### config.mk
export PLATFORM = sky130hd
export DESIGN_NAME = committed_store_buffer
export DESIGN_NICKNAME = d
export VERILOG_FILES = /design/src/rtl/committed_store_buffer.sv
export SDC_FILE = /design/constraint.sdc
export NUM_CORES = 1
export LEC_CHECK = 0
export CAP_MARGIN = 30
export CORE_MARGIN = 5
export CORE_UTILIZATION = 51
export CTS_CLUSTER_SIZE = 16
export DETAILED_ROUTE_END_ITERATION = 6
export PLACE_DENSITY = 0.73
export SKIP_LAST_GASP = 1
export SYNTH_ARGS = -nofsm -noshare
export SYNTH_HDL_FRONTEND = slang
export SYNTH_SLANG_ARGS = --single-unit
### constraint.sdc
create_clock -name clk -period 10.44 [get_ports clk]
set_input_delay 2.088 -clock clk [delete_from_list [all_inputs] [get_ports clk]]
set_output_delay 2.088 -clock clk [all_outputs]
set_load 0.005 [all_outputs]
### src/rtl/committed_store_buffer.sv
// committed_store_buffer: post-commit store FIFO between ROB commit and the d-cache.
// Stores retire in order, drain one per handshake, and a combinational query
// flags loads that alias a buffered or incoming store.
// Optional feature macro: STORE_FWD_EN (forward youngest matching store data).
module committed_store_buffer #(
  parameter int unsigned DEPTH      = 8,
  parameter int unsigned ADDR_WIDTH = 32,
  parameter int unsigned DATA_WIDTH = 32
) (
  input  logic                    clk,
  input  logic                    rst_n,
  input  logic                    commit_valid,
  input  logic [ADDR_WIDTH-1:0]   commit_addr,
  input  logic [DATA_WIDTH-1:0]   commit_data,
  output logic                    commit_ready,
  output logic                    drain_valid,
  output logic [ADDR_WIDTH-1:0]   drain_addr,
  output logic [DATA_WIDTH-1:0]   drain_data,
  input  logic                    drain_ready,
  input  logic [ADDR_WIDTH-1:0]   ld_query_addr,
  output logic                    ld_query_hit,
  output logic [DATA_WIDTH-1:0]   ld_query_data,
  input  logic                    flush,
  output logic [$clog2(DEPTH):0]  count,
  output logic                    empty
);

  localparam int unsigned IW = $clog2(DEPTH);
  localparam int unsigned PW = IW + 1;

  typedef enum logic {IDLE, ISSUE} state_e;

  state_e                  state_q, state_d;
  logic [PW-1:0]           wr_ptr_q, wr_ptr_d;
  logic [PW-1:0]           rd_ptr_q, rd_ptr_d;
  logic [DEPTH-1:0]        valid_q, valid_d;
  logic [ADDR_WIDTH-1:0]   addr_q [DEPTH];
  logic [ADDR_WIDTH-1:0]   addr_d [DEPTH];
  logic [DATA_WIDTH-1:0]   data_q [DEPTH];
  logic [DATA_WIDTH-1:0]   data_d [DEPTH];

  logic [IW-1:0]           wr_idx;
  logic [IW-1:0]           rd_idx;
  logic [PW-1:0]           count_w;
  logic                    full_w;
  logic                    empty_w;
  logic                    commit_fire;
  logic                    drain_fire;

  // Committed stores are architectural; flush intentionally has no effect.
  logic unused_flush;
  assign unused_flush = flush;

  // Pointer-derived occupancy and handshake qualifiers.
  always_comb begin
    wr_idx      = wr_ptr_q[IW-1:0];
    rd_idx      = rd_ptr_q[IW-1:0];
    count_w     = wr_ptr_q - rd_ptr_q;
    empty_w     = (wr_ptr_q == rd_ptr_q);
    full_w      = (wr_idx == rd_idx) && (wr_ptr_q[IW] != rd_ptr_q[IW]);
    commit_fire = commit_valid && !full_w;
    drain_fire  = (state_q == ISSUE) && drain_ready;
  end

  // Storage and pointer next-state: write at wr_ptr on commit, retire at rd_ptr on drain.
  always_comb begin
    wr_ptr_d = wr_ptr_q;
    rd_ptr_d = rd_ptr_q;
    valid_d  = valid_q;
    addr_d   = addr_q;
    data_d   = data_q;
    if (commit_fire) begin
      valid_d[wr_idx] = 1'b1;
      addr_d[wr_idx]  = commit_addr;
      data_d[wr_idx]  = commit_data;
      wr_ptr_d        = wr_ptr_q + PW'(1);
    end
    if (drain_fire) begin
      valid_d[rd_idx] = 1'b0;
      rd_ptr_d        = rd_ptr_q + PW'(1);
    end
  end

  // Drain FSM next state: stay in ISSUE only while another entry remains behind the head.
  always_comb begin
    state_d = state_q;
    unique case (state_q)
      IDLE:    if (!empty_w) state_d = ISSUE;
      ISSUE:   if (drain_ready) state_d = (count_w >= PW'(2)) ? ISSUE : IDLE;
      default: state_d = IDLE;
    endcase
  end

  // State registers with asynchronous active-low reset.
  always_ff @(posedge clk or negedge rst_n) begin
    if (!rst_n) begin
      state_q  <= IDLE;
      wr_ptr_q <= '0;
      rd_ptr_q <= '0;
      valid_q  <= '0;
      for (int unsigned i = 0; i < DEPTH; i++) begin
        addr_q[i] <= '0;
        data_q[i] <= '0;
      end
    end else begin
      state_q  <= state_d;
      wr_ptr_q <= wr_ptr_d;
      rd_ptr_q <= rd_ptr_d;
      valid_q  <= valid_d;
      addr_q   <= addr_d;
      data_q   <= data_d;
    end
  end

  // Status and drain outputs; head fields are zeroed whenever nothing is presented.
  always_comb begin
    commit_ready = !full_w;
    count        = count_w;
    empty        = empty_w;
    drain_valid  = (state_q == ISSUE);
    drain_addr   = drain_valid ? addr_q[rd_idx] : '0;
    drain_data   = drain_valid ? data_q[rd_idx] : '0;
  end

  // Load query: scan oldest to youngest so the last match wins, then let the
  // incoming commit override as the youngest store of all.
  always_comb begin
    logic [IW-1:0] idx;
`ifdef STORE_FWD_EN
    logic [DATA_WIDTH-1:0] fwd;
    fwd = '0;
`endif
    idx          = '0;
    ld_query_hit = 1'b0;
    for (int unsigned i = 0; i < DEPTH; i++) begin
      idx = rd_idx + IW'(i);
      if (valid_q[idx] && (addr_q[idx] == ld_query_addr)) begin
        ld_query_hit = 1'b1;
`ifdef STORE_FWD_EN
        fwd = data_q[idx];
`endif
      end
    end
    if (commit_fire && (commit_addr == ld_query_addr)) begin
      ld_query_hit = 1'b1;
`ifdef STORE_FWD_EN
      fwd = commit_data;
`endif
    end
`ifdef STORE_FWD_EN
    ld_query_data = fwd;
`else
    ld_query_data = '0;
`endif
  end

endmodule

== Word-level counts from Yosys, hierarchy flattened ==
Cells that the tools add are included.

* $add $sub $neg: 10
* $lt $le $gt $ge: 22
* Eq/ne operators: 12
* Reductions and logical operators: 16
* Bitwise gates (word level): 13
* Mux-type cells: 68

{| class="wikitable"
|+ Operators with widths
! cell !! count
|-
| 32-bit binary-select mux with 3-bit select || 9
|-
| 32-bit two-way mux || 21
|-
| 256-bit bitwise mux || 2
|-
| 32-bit equality test || 9
|-
| 32-bit demux with 3-bit select || 1
|-
| 4-bit >= comparator, second input constant || 9
|-
| 3-bit by 4-bit < comparator with 1-bit output, second input constant || 9
|-
| 3-bit inverter with 4-bit output || 9
|-
| 1-bit binary-select mux with 3-bit select || 8
|-
| 1-bit two-way mux || 22
|-
| 8-bit two-way mux || 2
|-
| 1-bit logical AND || 15
|-
| 3-bit adder, second input constant || 4
|-
| 4-bit by 1-bit adder with 4-bit output, second input constant || 2
|-
| 8-bit AND || 1
|-
| 8-bit inverter || 1
|-
| 8-bit OR || 1
|-
| 3-bit by 2-bit adder with 3-bit output, second input constant || 2
|-
| 1-bit demux with 3-bit select || 2
|-
| 3-bit by 1-bit >= comparator with 1-bit output, second input constant || 2
|-
| 4-bit equality test || 1
|-
| 4-bit by 2-bit >= comparator with 1-bit output, second input constant || 1
|-
| 4-bit by 1-bit < comparator with 1-bit output, second input constant || 1
|-
| 4-bit subtractor || 1
|-
| other kinds (6) || 6
|}

* Input bits: 101
* Output and inout port bits: 104
* Word-level logic and storage cells: 161
* Flip-flop bits (word level): 529

== Depth between registers and ports, before layout ==
Gate-level depths: netlist (run 1).

* Depth after elaboration: 15
* Depth in mapped cells: 19
* Depth with buffers taken out: 11

== Least setup slack after synthesis (run 1) ==
No wires, ideal clock.

* Kind: register -> output
* Start point: register rd_ptr_q[0]
* End point: output ld_query_hit
* Stages on the path, launching flop included: 17
* Path buffers: 6
* Data arrival time: 3.792 ns
* Data required time: 8.352 ns
* Path slack: 4.560 ns
* Path through: dfrtp_1 -> buf_4 -> inv_2 -> buf_2 -> buf_2 -> clkbuf_1 -> ha_1 -> xor2_1 -> buf_6 -> buf_4 -> mux4_2 -> xor2_1 -> o31ai_1 -> o2111ai_1 -> nor4_1 -> a41oi_1 -> nand4_1

* Word-level cells in the longest chain between the ends: 15
* Elaborated cells on any way between the ends: 85
* Those cells by class: 7 x add/sub; 9 x eq/ne; 49 x mux; 8 x bitwise; 12 x reduce/logical

{| class="wikitable"
|+ RTL lines
! item !! line !! text
|-
| start: declaration || 35 || <nowiki>logic [PW-1:0] rd_ptr_q, rd_ptr_d;</nowiki>
|-
| start signal: assignment || 108 || <nowiki>rd_ptr_q <= rd_ptr_d;</nowiki>
|-
| 3-bit by 1-bit adder with 3-bit output or 3-bit inverter with 4-bit output (tied branches) || 136, 137 ||
|-
| 3-bit inverter with 4-bit output (not written as such) or 32-bit binary-select mux with 3-bit select (tied branches) || 137 || <nowiki>if (valid_q[idx] && (addr_q[idx] == ld_query_addr)) begin</nowiki>
|-
| 32-bit binary-select mux with 3-bit select or 32-bit two-way mux (tied branches) || 137 ||
|-
| 32-bit two-way mux (not written as such) || 137 ||
|-
| 32-bit two-way mux (not written as such) or 32-bit equality test (tied branches) || 137 ||
|-
| 32-bit equality test or 1-bit logical AND (tied branches) || 137 ||
|-
| 1-bit logical AND or 1-bit two-way mux (tied branches) || 137 ||
|-
| 1-bit two-way mux (7 in a row) || 137 ||
|-
| 1-bit two-way mux * || 144 || <nowiki>if (commit_fire && (commit_addr == ld_query_addr)) begin</nowiki>
|-
| end: declaration || 21 || <nowiki>output logic ld_query_hit,</nowiki>
|}

Every way passes the cells marked *; elsewhere a longest branch is shown, timed or not. The select of a mux whose other input is x is not followed.

== Final worst setup path (run 1) ==
* Start point: register rd_ptr_q[1]
* End point: output ld_query_hit

Same word-level chain as after synthesis.

==> results, run 1 <==
- For this run, the post-layout net count is 3,217.
- The first TritonRoute pass finished after 5 iterations.
- At the worst endpoint, the arrival time is 7.10 ns.
- Counting flops with a built-in enable in the synthesized netlist gives 0.
- The count of pins over their slew limit is 0.
- The count of final hold-check violations is 0.
- Averaged over all synthesized cells, the footprint is 13.0 sq um.
- The destination of the worst register-to-register timing path is addr_q[62].
- The delay of the slowest cell on the worst path is 0.99 ns.
- The number of routed nets with antenna violations is 0.
- The worst hold path terminates at wr_ptr_q[3].
- The count of cells along the worst register-to-register path is 10.
- After synthesis the cells add up to 40,500 sq um.
- The worst endpoint required time is 8.35 ns.
- The pre-CTS setup slack is 2.32 ns.
- Of the synthesized area, sequential elements account for 0.327.
- The family of cells with the greatest summed delay on the critical path is buffers and inverters.
- Dividing the detail-routed via count by the number of cells gives 7.02.
- After layout, the worst setup slack is 1.25 ns.
- The upper clock frequency limit is 0.109 GHz.
- The number of vias after detailed routing is 29,500.
- The most instantiated flip-flop cell in the synthesis netlist is sky130_fd_sc_hd__dfrtp_1.
- After detailed routing, the number of remaining DRC violations is 0.
- The final-layout fill cell count is 6,322.
- The register clock-pin slew on the reported worst setup and hold paths is 0.06 ns.
- Headroom to the max-slew limit came out at 0.254.
- Summing all multi-input logic gate instances after layout gives 25,600 sq um.
- Global routing finished with a remaining overflow of 0.
- The largest net degree at the start of global routing is 177.
- In this run, the number of DRC markers left after iteration 0 of detailed routing was 3,775.
- The source of the worst hold timing path is wr_ptr_q[3].
- In this run, CTS created clock tree buffers numbering 59.
- In this run the deepest clock path goes through 3 buffers.
- The first global-routing pass estimated 206,000 um of wire.
- The number of warnings reported in the yosys synthesis log is 0.
- Registers take 13,200 sq um.
- For the pin with the worst max-slew slack, the measured transition is 1.11 ns.
- For the final routed database, the setup TNS stands at 0 ns.
- The area overhead of the layout relative to synthesis is 10.1%.
- Clock skew on the completed layout was measured at 0.0599 ns.
- Across the run, the number of max-cap violations was 0.
- The flow ran to the end, and the final reports show no timing, DRC or antenna violations.
- The worst setup path is launched from a register.
- The die outline width is 292 um.
- The worst-skew pair later-pin latency is 0.69 ns.
- For this run, asynchronously set or reset flops after synthesis account for 1.00.
- The number of storage elements in the synthesis netlist is 529.
- After legalization and detailed placement, the total HPWL measured 93,300 um.
- The count of cells along the worst hold path is 1.
- The floorplan step defined a core boundary enclosing 78,900 sq um.
- Counting distinct cell types in the post-synthesis netlist gives 63.
- The effective utilization at floorplan is 0.514.
- The number of buffers inserted by post-CTS setup repair is 0.
- The internal reg-to-reg setup slack is 5.12 ns.
- The proportion of layout cells with a drive suffix above 1 is 0.368.
- The via count of the first global-routing pass came to 30,200.
- The I/O pin total is 205.
- The signal on the critical path passes through inv_2 > ha_4 > buf_4 > mux2i_1 > mux2i_1 > xnor2_1 > o21ai_0 > a2111oi_0 > nand4_1 > o22a_1 > nand4_1 > clkdlybuf4s50_1.
- The total detailed-routing wirelength is 138,000 um.
- The final critical-path share of the clock period is 0.880.
- In the global route stage, overall resource usage came out at 0.318.
- In the final routed layout, each cell accounts on average for 32.7 um.
- The critical path is of the reg2out type.
- Setup repair after global routing left no endpoint under its margin.
- Setup violations remaining at the end of the flow were counted as 0.
- Clock tree synthesis found a total of 529 sinks.
- The peak fanout along the critical path is 50.
- After technology mapping, the gate count stands at 3,121.
- The final weighted congestion of routability-driven global placement is 1.08.
- The die boundary height is 292 um.
- The worst hold path belongs to the class reg2reg.
- During placement, the flow inserted port buffers numbering 171.
- The worst register-to-register path begins at rd_ptr_q[0].
- The buffer cell driving the clock tree root is sky130_fd_sc_hd__clkbuf_16.
- The die covers 85,200 sq um.
- The total number of H-tree levels is 2.
- The initialized floorplan defines 103 standard-cell rows.
- The slowest cell on the critical path is sky130_fd_sc_hd__dfrtp_4.
- After clock tree synthesis, the repair step resized 0 gates.
- STA classifies the critical path endpoint as an output port.
- The buffer and inverter count on the worst path is 3.
- TritonCTS built the clock tree.
- Buffers inserted to repair hold after CTS numbered 0.
- The number of antenna violations at the first check in global routing is 17.
- The final critical path time including I/O delays and setup is 9.19 ns.
metrics by stage:
step                       util  instances  area, sq um  hold WS (ns)
after floorplan               -       3152        40600         0.464
after global placement    0.539       4090        42500         0.481
after detailed placement  0.539       4092        42500         0.485
after CTS                 0.564       4197        44500         0.497
after global routing      0.565       4201        44600         0.508
final                     0.565       4206        44600         0.498
per-layer routing:
layer  vias up  routed length [um]  track usage
met1     15400               52100        0.434
met3       386               15000       0.0802
met5         -                 124            0
li1      11900                   -            -
met2      1812               62200        0.481
met4        18                8180        0.151
cell usage after synthesis (3+ instances only):
cell | instances | area share
sky130_fd_sc_hd__a2111oi_0 | 4 | 0.00086
sky130_fd_sc_hd__a211oi_1 | 5 | 0.00093
sky130_fd_sc_hd__a21oi_1 | 63 | 0.0078
sky130_fd_sc_hd__a221oi_1 | 21 | 0.0045
sky130_fd_sc_hd__a221oi_2 | 4 | 0.0015
sky130_fd_sc_hd__a22oi_1 | 30 | 0.0056
sky130_fd_sc_hd__a31oi_1 | 5 | 0.00077
sky130_fd_sc_hd__a32oi_1 | 7 | 0.0015
sky130_fd_sc_hd__and2_1 | 18 | 0.0028
sky130_fd_sc_hd__and3_1 | 4 | 0.00062
sky130_fd_sc_hd__buf_1 | 59 | 0.0055
sky130_fd_sc_hd__buf_2 | 105 | 0.013
sky130_fd_sc_hd__buf_4 | 66 | 0.012
sky130_fd_sc_hd__buf_6 | 20 | 0.0056
sky130_fd_sc_hd__clkbuf_1 | 93 | 0.0086
sky130_fd_sc_hd__dfrtp_1 | 529 | 0.33
sky130_fd_sc_hd__ha_1 | 10 | 0.0031
sky130_fd_sc_hd__inv_1 | 14 | 0.0013
sky130_fd_sc_hd__inv_2 | 3 | 0.00028
sky130_fd_sc_hd__mux2_2 | 525 | 0.15
sky130_fd_sc_hd__mux2i_1 | 294 | 0.073
sky130_fd_sc_hd__mux4_2 | 442 | 0.25
sky130_fd_sc_hd__nand2_1 | 141 | 0.013
sky130_fd_sc_hd__nand2b_1 | 5 | 0.00077
sky130_fd_sc_hd__nand3_1 | 33 | 0.0041
sky130_fd_sc_hd__nand4_1 | 34 | 0.0053
sky130_fd_sc_hd__nor2_1 | 69 | 0.0064
sky130_fd_sc_hd__nor2b_1 | 3 | 0.00046
sky130_fd_sc_hd__nor3_1 | 17 | 0.0021
sky130_fd_sc_hd__nor3b_1 | 4 | 0.00074
sky130_fd_sc_hd__nor4_1 | 45 | 0.0070
sky130_fd_sc_hd__o211ai_1 | 4 | 0.00074
sky130_fd_sc_hd__o21ai_0 | 40 | 0.0049
sky130_fd_sc_hd__o22ai_1 | 23 | 0.0036
sky130_fd_sc_hd__xnor2_1 | 257 | 0.056
sky130_fd_sc_hd__xor2_1 | 92 | 0.020
worst reg2reg max path: stages, from the launching register on:
cell and delay, ns:
sky130_fd_sc_hd__dfrtp_4 0.66, sky130_fd_sc_hd__buf_12 0.65, sky130_fd_sc_hd__buf_4 0.83, sky130_fd_sc_hd__ha_1 0.41
sky130_fd_sc_hd__nand3_1 0.09, sky130_fd_sc_hd__nand2b_1 0.17, sky130_fd_sc_hd__nand2_1 0.13, sky130_fd_sc_hd__nor2_1 0.34
sky130_fd_sc_hd__and3_4 0.88, sky130_fd_sc_hd__buf_4 0.60, sky130_fd_sc_hd__mux2_2 0.45
area by class of cell:
type	count	share of cell area
Antenna cell	7	0.000393
Clock buffer	80	0.0371
Inverter	18	0.00163
Timing Repair Buffer	236	0.0524
Clock inverter	25	0.00752
Sequential cell	529	0.297
Tap cell	1050	0.0295
Multi-Input combinational cell	2261	0.574
worst max-delay path by stage:
stage                 from           end  cells past startpoint
3_3_place_gp   rd_ptr_q[1]  ld_query_hit                     12
4_1_cts        rd_ptr_q[1]  ld_query_hit                     12
2_1_floorplan  rd_ptr_q[0]  ld_query_hit                     16
5_1_grt        rd_ptr_q[1]  ld_query_hit                     12
6_report       rd_ptr_q[1]  ld_query_hit                     12
3_5_place_dp   rd_ptr_q[1]  ld_query_hit                     12
sequential cells by signal, summed over array words and instances, names as in the netlist:
register / flops
valid_q: 8
drain_valid: 1
addr_q: 256
data_q: 256
wr_ptr_q: 4
rd_ptr_q: 4
cell usage in the layout, fill, tap and decap left out, types with 17 or more instances in the layout:
master                              n
sky130_fd_sc_hd__a21oi_1           63
sky130_fd_sc_hd__a221oi_1          21
sky130_fd_sc_hd__a22oi_1           30
sky130_fd_sc_hd__and2_1            17
sky130_fd_sc_hd__buf_4             54
sky130_fd_sc_hd__clkbuf_16         59
sky130_fd_sc_hd__clkdlybuf4s50_1  170
sky130_fd_sc_hd__conb_1            32
sky130_fd_sc_hd__dfrtp_1          526
sky130_fd_sc_hd__mux2_2           525
sky130_fd_sc_hd__mux2i_1          294
sky130_fd_sc_hd__mux4_2           442
sky130_fd_sc_hd__nand2_1          140
sky130_fd_sc_hd__nand3_1           31
sky130_fd_sc_hd__nand4_1           34
sky130_fd_sc_hd__nor2_1            69
sky130_fd_sc_hd__nor3_1            17
sky130_fd_sc_hd__nor4_1            45
sky130_fd_sc_hd__o21ai_0           40
sky130_fd_sc_hd__o22ai_1           23
sky130_fd_sc_hd__xnor2_1          255
sky130_fd_sc_hd__xor2_1            91
cells by family (layout without fill, tap and decap cells):
| kind of cell | Yosys count | after routing | share of synthesized area |
|---|---|---|---|
| other | 1 | 39 | 0.0000926 |
| muxes | 1263 | 1263 | 0.465 |
| buffers and inverters | 362 | 359 | 0.0466 |
| and+or+nand+nor | 379 | 379 | 0.0445 |
| adders and majority gates | 11 | 11 | 0.00358 |
| xor gates and xnor gates | 350 | 350 | 0.0761 |
| AOI/OAI and AO/OA | 226 | 226 | 0.0371 |
| DFF | 529 | 529 | 0.327 |
Power of run 1 is left out: the tool's default activity adds up to more than one toggle a clock period on the data nets, which glitch-free logic cannot reach.
==> run 2, diff against run 1 <==
--- a/config.mk
+++ b/config.mk
@@ -8,6 +8,7 @@
 export CAP_MARGIN = 30
 export CORE_MARGIN = 5
 export CORE_UTILIZATION = 51
+export CTS_BUF_LIST = sky130_fd_sc_hd__clkbuf_4 sky130_fd_sc_hd__clkbuf_8
 export CTS_CLUSTER_SIZE = 16
 export DETAILED_ROUTE_END_ITERATION = 6
 export PLACE_DENSITY = 0.73
==> results, run 2 (synthesis results as in run 1) <==
- The flow ran to the end, and the final reports show no timing, DRC or antenna violations.
- The I/O pin total is 205.
- The source of the worst hold timing path is wr_ptr_q[3].
- By startpoint and endpoint, the worst setup path is classified as reg2out.
- The count of maximum capacitance violations is 0.
- For the worst setup path, the data arrival time is 7.02 ns.
- The reg-to-reg critical path startpoint is rd_ptr_q[0].
- The average wire per standard cell is 32.2 um.
- Counting along the longest clock path gives a buffer depth of 3.
- The peak fanout along the critical path is 50.
- The quantity of hold-fixing buffers added after cts is 0.
- The top cell types in the final layout, fill and taps aside, are sky130_fd_sc_hd__dfrtp_1 (526), sky130_fd_sc_hd__mux2_2 (525), sky130_fd_sc_hd__mux4_2 (442).
- After clock tree synthesis, the clock-pin slew on the worst setup and hold paths is 0.07 ns.
- The first global-routing pass estimated 206,000 um of wire.
- The remaining global-route overflow is 0.
- The number of routed nets with antenna violations is 0.
- Of the cells placed in the final design, the portion with a size suffix greater than 1 is 0.384.
- After legalization and detailed placement, the total HPWL measured 93,300 um.
- The number of placement rows is 103.
- The number of setup buffers added after CTS is 0.
- Post-CTS repair changed the size of 0 cells.
- At the worst endpoint, the required time is 8.35 ns.
- After layout, the minimum clock period comes to 9.11 ns.
- The number of antenna violations at the first check in global routing is 16.
- Clock tree synthesis found a total of 529 sinks.
- The count of final hold-check violations is 0.
- The count of pins over their slew limit is 0.
- In this run, the number of DRC markers left after iteration 0 of detailed routing was 3,937.
- Measured along the x axis, the die boundary spans 292 um.
- The detailed-route DRC error count is 0.
- The length of the first detailed-routing pass in iterations is 6.
- Setup violations remaining at the end of the flow were counted as 0.
- The headroom to the max-slew limit is 0.260.
- The via count of the first global-routing pass came to 30,300.
- The standard cell core area is 78,900 sq um.
- Measured on the finished design, the core utilization comes to 0.568.
- The H-tree generated during clock tree synthesis spans 3 levels.
- The final sum of negative setup slack is 0 ns.
- The number of clock buffers added by TritonCTS is 93.
- Setup repair after global routing left no endpoint under its margin.
- The die boundary height is 292 um.
- The number of port buffers is 171.
- The final weighted congestion of routability-driven global placement is 1.08.
- Clock latency on the worst-skew pair, taken at its later pin, is 0.76 ns.
- For this block, the routed nets add up to 138,000 um of wire.
- The largest net degree at the start of global routing is 177.
- For this run, the top clock speed supported by timing is 0.110 GHz.
- The clock skew after layout is 0.0479 ns.
- The overall routing resource usage is 0.319.
- The number of nets in the finished design is 3,251.
- The cell sitting at the root of the clock tree is a sky130_fd_sc_hd__clkbuf_8.
- The largest registers in the layout are addr_q x256, data_q x256, valid_q x8.
- The area overhead of the layout relative to synthesis is 10.5%.
- The effective utilization at floorplan is 0.514.
- The worst setup path is launched from a register.
- The pin slew with the least headroom to its limit is 1.10 ns.
- The TritonCTS clock tree is built.
- The worst setup path is captured at an output port.
- The critical path starts at rd_ptr_q[1].
- The final-layout fill cell count is 6,330.
- The full die area is 85,200 sq um.
- The number of vias after detailed routing is 29,600.
- After detailed routing, the number of vias per cell comes to 6.92.
- Of the available clock period, the critical path in the final layout requires 0.873.
- The min-delay analysis places its worst path in the category reg2reg.
- The commonest non-fill, non-tap cell in the layout is sky130_fd_sc_hd__dfrtp_1.
-- run 2: changes by cell type in the layout (fill, tap and decap cells not counted) --
cell / delta
sky130_fd_sc_hd__clkinv_16: -1
sky130_fd_sc_hd__clkinv_2: +3
sky130_fd_sc_hd__inv_12: +2
sky130_fd_sc_hd__inv_16: +3
sky130_fd_sc_hd__clkinvlp_4: -4
sky130_fd_sc_hd__clkbuf_16: -59
sky130_fd_sc_hd__clkbuf_8: +114
sky130_fd_sc_hd__bufinv_16: -2
sky130_fd_sc_hd__clkbuf_1: -11
sky130_fd_sc_hd__diode_2: +2
sky130_fd_sc_hd__clkbuf_4: +18
-- run 2: critical path, stage by stage (launching register included) --
cell	delay, ns
sky130_fd_sc_hd__dfrtp_4	1.00
sky130_fd_sc_hd__inv_2	0.53
sky130_fd_sc_hd__ha_4	0.86
sky130_fd_sc_hd__buf_4	0.70
sky130_fd_sc_hd__mux2i_1	0.31
sky130_fd_sc_hd__mux2i_1	0.11
sky130_fd_sc_hd__xnor2_1	0.47
sky130_fd_sc_hd__o21ai_0	0.15
sky130_fd_sc_hd__a2111oi_0	0.74
sky130_fd_sc_hd__nand4_1	0.27
sky130_fd_sc_hd__o22a_1	0.25
sky130_fd_sc_hd__nand4_1	0.25
sky130_fd_sc_hd__clkdlybuf4s50_1	0.57
-- run 2: layer usage --
| layer | wire length, um | share of wire | vias up | track usage |
|---|---|---|---|---|
| li1 | - | - | 12000 | - |
| met1 | 52200 | 0.38 | 15400 | 0.429 |
| met2 | 62500 | 0.45 | 1809 | 0.482 |
| met3 | 15200 | 0.11 | 363 | 0.0938 |
| met4 | 7760 | 0.056 | 12 | 0.150 |
| met5 | 85 | 0.00062 | - | 0 |
-- run 2: path summary, 6_finish.rpt --
path / end / slack, ns / cells after the start
worst max-delay path: ld_query_hit / 1.33 / 12
worst min-delay path: wr_ptr_q[3] / 0.50 / 1
worst max register to register: data_q[41] / 5.06 / 10
worst min register to register: wr_ptr_q[3] / 0.50 / 1
max in group asynchronous: addr_q[46] / 7.03 / 3
min in group asynchronous: addr_q[236] / 1.38 / 1
-- run 2: layout make-up --
cell class                 instances  area (sq um)  share of cell area
tap                             1050          1310              0.0293
clock inverter                    26           323             0.00721
inverter                          18          72.6             0.00162
multi-input combinational       2261         25600               0.572
clock buffer                     142          1840              0.0411
antenna                            9          22.5            0.000503
sequential                       529         13200               0.296
timing repair buffer             236          2340              0.0522
-- run 2: through the flow --
stage / area, sq um / worst slack (ns) / std cells / hold slack [ns]
3_3_place_gp: 42500 / 2.35 / 4090 / 0.481
3_5_place_dp: 42500 / 2.32 / 4092 / 0.485
2_1_floorplan: 40600 / 4.56 / 3152 / 0.464
6_report: 44800 / 1.33 / 4271 / 0.499
5_1_grt: 44800 / 0.935 / 4265 / 0.508
4_1_cts: 44700 / 1.51 / 4260 / 0.497
Power of run 2 is left out for the same reason.
